==> src/rtl/uart_tx_fifo.sv <==
// Purpose : byte FIFO between a producer and the UART transmitter, first-word-fall-through.
// Latency : a byte pushed at edge N is visible on out_data/out_valid after edge N (no pass-through).
// Backpr. : in_ready = !full (a pop never frees a slot in the same cycle); out held while !out_ready.
//
// Ports:
//   clk, reset            system clock, synchronous active-high reset
//   flush                 synchronous clear of contents and the overflow flag
//   in_valid/in_data      producer byte, accepted when in_ready
//   in_ready              FIFO can accept a byte
//   out_valid/out_data    head byte towards the transmitter, consumed when out_ready
//   count                 occupancy 0..DEPTH
//   empty/full            occupancy flags
//   almost_full           count >= AFULL_LEVEL
//   overflow              sticky: a write was attempted while full
module uart_tx_fifo #(
   parameter int DEPTH_LOG2  = 4,
   parameter int AFULL_LEVEL = 12
) (
   input  logic                  clk,
   input  logic                  reset,
   input  logic                  flush,
   input  logic                  in_valid,
   input  logic [7:0]            in_data,
   output logic                  in_ready,
   output logic                  out_valid,
   output logic [7:0]            out_data,
   input  logic                  out_ready,
   output logic [DEPTH_LOG2:0]   count,
   output logic                  empty,
   output logic                  full,
   output logic                  almost_full,
   output logic                  overflow
);

   localparam int DEPTH = 1 << DEPTH_LOG2;
   localparam logic [DEPTH_LOG2:0] DEPTH_CNT = DEPTH[DEPTH_LOG2:0];
   localparam logic [DEPTH_LOG2:0] AFULL_CNT = AFULL_LEVEL[DEPTH_LOG2:0];

   logic [7:0]             mem [DEPTH];
   logic [DEPTH_LOG2-1:0]  wr_ptr;
   logic [DEPTH_LOG2-1:0]  rd_ptr;
   logic [DEPTH_LOG2:0]    count_q;
   logic                   overflow_q;
   logic                   push;
   logic                   pop;

   // All flags derive from the registered count so nothing combinational
   // runs from in_valid/out_ready through to the handshake outputs.
   assign empty       = (count_q == '0);
   assign full        = (count_q == DEPTH_CNT);
   assign almost_full = (count_q >= AFULL_CNT);
   assign in_ready    = !full;
   assign out_valid   = !empty;
   assign out_data    = mem[rd_ptr];
   assign count       = count_q;
   assign overflow    = overflow_q;

   assign push = in_valid && in_ready;
   assign pop  = out_valid && out_ready;

   // Storage has no reset; stale entries are unreachable once the pointers
   // are cleared. Writes are suppressed on reset/flush so the discarded byte
   // never lands in the array.
   always_ff @(posedge clk) begin
      if (push && !reset && !flush) begin
         mem[wr_ptr] <= in_data;
      end
   end

   always_ff @(posedge clk) begin
      if (reset) begin
         wr_ptr     <= '0;
         rd_ptr     <= '0;
         count_q    <= '0;
         overflow_q <= 1'b0;
      end else if (flush) begin
         wr_ptr     <= '0;
         rd_ptr     <= '0;
         count_q    <= '0;
         overflow_q <= 1'b0;
      end else begin
         if (push) begin
            wr_ptr <= wr_ptr + 1'b1;
         end
         if (pop) begin
            rd_ptr <= rd_ptr + 1'b1;
         end
         // Pointers wrap modulo DEPTH by width; count carries the extra bit
         // that separates full from empty.
         case ({push, pop})
            2'b10:   count_q <= count_q + 1'b1;
            2'b01:   count_q <= count_q - 1'b1;
            default: count_q <= count_q;
         endcase
         // The write is dropped (push is low while full); only the flag records it.
         if (in_valid && full) begin
            overflow_q <= 1'b1;
         end
      end
   end

   always_ff @(posedge clk) begin
      if (!reset) begin
         assert (count_q <= DEPTH_CNT);
      end
   end

endmodule

==> config.mk <==
export PLATFORM = sky130hd
export DESIGN_NAME = uart_tx_fifo
export DESIGN_NICKNAME = d
export VERILOG_FILES = /design/src/rtl/uart_tx_fifo.sv
export SDC_FILE = /design/constraint.sdc
export NUM_CORES = 1
export LEC_CHECK = 0
export CAP_MARGIN = 5
export CORE_MARGIN = 5
export CORE_UTILIZATION = 65
export CTS_BUF_LIST = sky130_fd_sc_hd__clkbuf_2 sky130_fd_sc_hd__clkbuf_4 sky130_fd_sc_hd__clkbuf_8
export DETAILED_ROUTE_END_ITERATION = 8
export PLACE_DENSITY = 0.95
export SLEW_MARGIN = 20
export SYNTH_ARGS = -nofsm -noshare
export SYNTH_HDL_FRONTEND = slang
export SYNTH_SLANG_ARGS = --single-unit
==> constraint.sdc <==
create_clock -name clk -period 6.4 [get_ports clk]
set_input_delay 1.28 -clock clk [delete_from_list [all_inputs] [get_ports clk]]
set_output_delay 1.28 -clock clk [all_outputs]
set_load 0.02 [all_outputs]
==> impl_metrics.env <==
export IMPL_post_route_period_util_pct=64.24
export IMPL_worstHoldEndpoint="overflow"
export IMPL_crit_path_top_delay_cell="sky130_fd_sc_hd__clkdlybuf4s50_1"
export IMPL_globalplace_congestion=0.8205
export IMPL_tritoncts="yes"
export IMPL_tritoncts_num_sinks=146
export IMPL_drt_pass1_iter_count=5
export IMPL_synth_ff_type="sky130_fd_sc_hd__edfxtp_1"
export IMPL_timing_final_max_slew_violations=0
export IMPL_crit_path_max_incr_delay_ns=0.59
export IMPL_detail_route_drc_violations=0
export IMPL_synth_area_top_cells="sky130_fd_sc_hd__edfxtp_1 65%, sky130_fd_sc_hd__mux4_2 12%, sky130_fd_sc_hd__dfxtp_1 6.1%, sky130_fd_sc_hd__nor2_1 2.2%, sky130_fd_sc_hd__a22oi_1 2.0%"
export IMPL_timing_critical_path_cells="buf_4, mux4_2, a22oi_1, nand2_1, clkdlybuf4s50_1"
export IMPL_irDropWorstVdd_mv=0.1269
export IMPL_io_pins=32
export IMPL_synth_top_area_share_pct=65.42
export IMPL_finalNetCount=391
export IMPL_areaGrowthSynthToFinish_pct=13.71
export IMPL_ys_warn_count=0
export IMPL_worst_r2r_cell_count=9
export IMPL_syn_inst=335
export IMPL_effective_utilization_at_floorplan_pct=67.05
export IMPL_post_route_min_period_ns=4.111
export IMPL_viasPerCell=6.429
export IMPL_placed_area_um2=6255
export IMPL_synthDistinctLibCells=42
export IMPL_leakagePower_nw=2.163
export IMPL_synth_edf_count=128
export IMPL_finClkSkew_ns=0.01379
export IMPL_floorplan_die_height_um=105.1
export IMPL_via_count_of_the_first_global_routing_pass=3280
export IMPL_critPathRequiredTime_ns=5.12
export IMPL_clock_root_buffer="sky130_fd_sc_hd__clkbuf_8"
export IMPL_min_delay_path_class="reg2reg"
export IMPL_critPathLaunchType="flip-flop"
export IMPL_commonest_cells_in_the_netlist="128 x sky130_fd_sc_hd__edfxtp_1, 35 x sky130_fd_sc_hd__nor2_1, 32 x sky130_fd_sc_hd__mux4_2"
export IMPL_dpl_hpwl_um=7039
export IMPL_io_buffers=31
export IMPL_pin_count_of_the_biggest_net_entering_global_routing=33
export IMPL_critical_path_class="reg2out"
export IMPL_cts_buffers=17
export IMPL_number_of_endpoints_with_negative_hold_slack_in_the_final_report=0
export IMPL_cts_clk_slew_worst_paths_ns=0.07
export IMPL_cts_resized_gates=0
export IMPL_layer_with_the_highest_usage="met2"
export IMPL_status="finished, final reports clean"
export IMPL_tightest_slew_ns=0.9505
export IMPL_post_synthesis_instance_area_um2=5876
export IMPL_grt_util_met3_pct=7.090
export IMPL_postSynthRegisterBits=146
export IMPL_die_area_um2=11040
export IMPL_maxClockFrequency_ghz=0.2432
export IMPL_min_delay_start="overflow"
export IMPL_worstReg2RegEnd="count[4]"
export IMPL_core_region_area_um2=8763
export IMPL_detail_route_wirelength_um=11470
export IMPL_die_w_um=105.1
export IMPL_globalRoute_totalOverflow=0
export IMPL_grt_util_met1_pct=29.61
export IMPL_clk_insertion_delay_late_ns=0.43
export IMPL_grt_antenna_before_repair=0
export IMPL_inserted_diodes=0
export IMPL_rsz_0062_raised_after_global_routing="false"
export IMPL_grt_first_pass_wirelength_um=18350
export IMPL_post_layout_total_power_mw=1.884
export IMPL_drt_iter0_drc=227
export IMPL_cp_max_fo=32
export IMPL_async_reset_ff_share_pct=0
export IMPL_synth_most_common_cell="sky130_fd_sc_hd__edfxtp_1"
export IMPL_post_route_cells_drive_above_1_share_pct=18.37
export IMPL_cts_repair_timing_setup_buffer_count=0
export IMPL_dr_total_vias=3144
export IMPL_gr_usage_met2_pct=36.96
export IMPL_global_route_usage_total_pct=22.69
export IMPL_max_slew_margin_pct=36.40
export IMPL_ys_seq_area_share_pct=71.55
export IMPL_max_cap_viol_count=0
export IMPL_power_density_nw_per_um2=282.0
export IMPL_setup_tns_ns=0
export IMPL_synth_avg_cell_area_um2=17.54
export IMPL_level_count_of_the_clock_h_tree=4
export IMPL_final_setup_viol_count=0
export IMPL_cp_end_kind="primary output"
export IMPL_cp_data_arrival_time_ns=2.83
export IMPL_post_synth_top_area_cell="sky130_fd_sc_hd__edfxtp_1"
export IMPL_timing_hold_worst_path_depth=2
export IMPL_postCtsHoldBufs=0
export IMPL_reg2reg_slack_ns=3.58
export IMPL_synth_nets=356
export IMPL_drtAntennaViolNets=0
export IMPL_routedWlPerCell_um=23.45
export IMPL_floorplan_rows=34
export IMPL_cts_max_path_buffers=2
export IMPL_worstReg2RegStart="count[1]"
export IMPL_postLayoutCellArea_um2=6681
export IMPL_fin_hold_ws_ns=0.4995
final cells by class:
class	instances	area (um2)
inverters	10	37.54
repair buffers	33	325.3
clock buffers	18	241.5
multi-input cells	162	1551
fillers	481	2082
flip-flops and latches	146	4205
well taps	108	135.1
clock inverters	12	185.2
report_power, final:
group / switching [mW] / internal [mW] / leakage, nW
Clock: 0.333 / 0.427 / 0.201
Combinational: 0.0475 / 0.0352 / 0.665
Sequential: 0.00375 / 1.04 / 1.30
Total: 0.384 / 1.50 / 2.16
registers in the layout, indices dropped and copies added, names as in the netlist, named ones only:
register,flops
count,5
rd_ptr,4
mem,128
overflow,1
wr_ptr,4
stage by stage:
stage | cells | worst slack, ns | utilization (%)
global placement | 459 | 2.508 | 71.37
finish | 489 | 2.289 | 76.24
floorplan | 335 | 3.227 | -
global route | 489 | 2.093 | 76.24
CTS | 489 | 2.208 | 76.24
detailed placement | 459 | 2.425 | 71.37
metal layers:
layer	wire, um	share of wire, %	vias up
li1	-	-	1383
met3	957	8.3	21
met4	240	2.1	0
met5	0	0	-
met1	4290	37	1569
met2	5980	52	171
kinds of logic after synthesis:
logic type	after synthesis	synth area share [%]
adders and majority gates	8	1.704
muxes	36	12.95
AOI/OAI and AO/OA	35	4.707
DFF	146	71.55
buffers and inverters	27	2.044
xor gates and xnor gates	7	1.043
and+or+nand+nor	76	6.005
critical path, delay by kind of cell, from the launching register on:
kind                   cells  cell delay [ns]
and+or+nand+nor            1             0.13
muxes                      1             0.58
DFF                        1             0.31
AOI/OAI and AO/OA          1             0.28
buffers and inverters      2             1.09
cell usage in the layout, fill, tap and decap left out, types with 6 or more instances in the layout:
| master | instances |
|---|---|
| sky130_fd_sc_hd__xor2_1 | 6 |
| sky130_fd_sc_hd__clkdlybuf4s50_1 | 31 |
| sky130_fd_sc_hd__nor2_1 | 35 |
| sky130_fd_sc_hd__a22oi_1 | 16 |
| sky130_fd_sc_hd__edfxtp_1 | 128 |
| sky130_fd_sc_hd__inv_1 | 10 |
| sky130_fd_sc_hd__mux4_2 | 32 |
| sky130_fd_sc_hd__nand2_1 | 20 |
| sky130_fd_sc_hd__ha_1 | 8 |
| sky130_fd_sc_hd__dfxtp_1 | 17 |
| sky130_fd_sc_hd__clkbuf_8 | 17 |
worst max path at each step:
stage                    from           to  slack [ns]  cells past startpoint
global route        flip-flop  out_data[5]        2.09                      5
finish              flip-flop  out_data[5]        2.29                      5
CTS                 flip-flop  out_data[5]        2.21                      5
global placement     in_valid     count[4]        2.51                      9
floorplan            in_valid     count[4]        3.23                     10
detailed placement   in_valid     count[4]        2.42                      9
(Power assumes the default switching activity.)
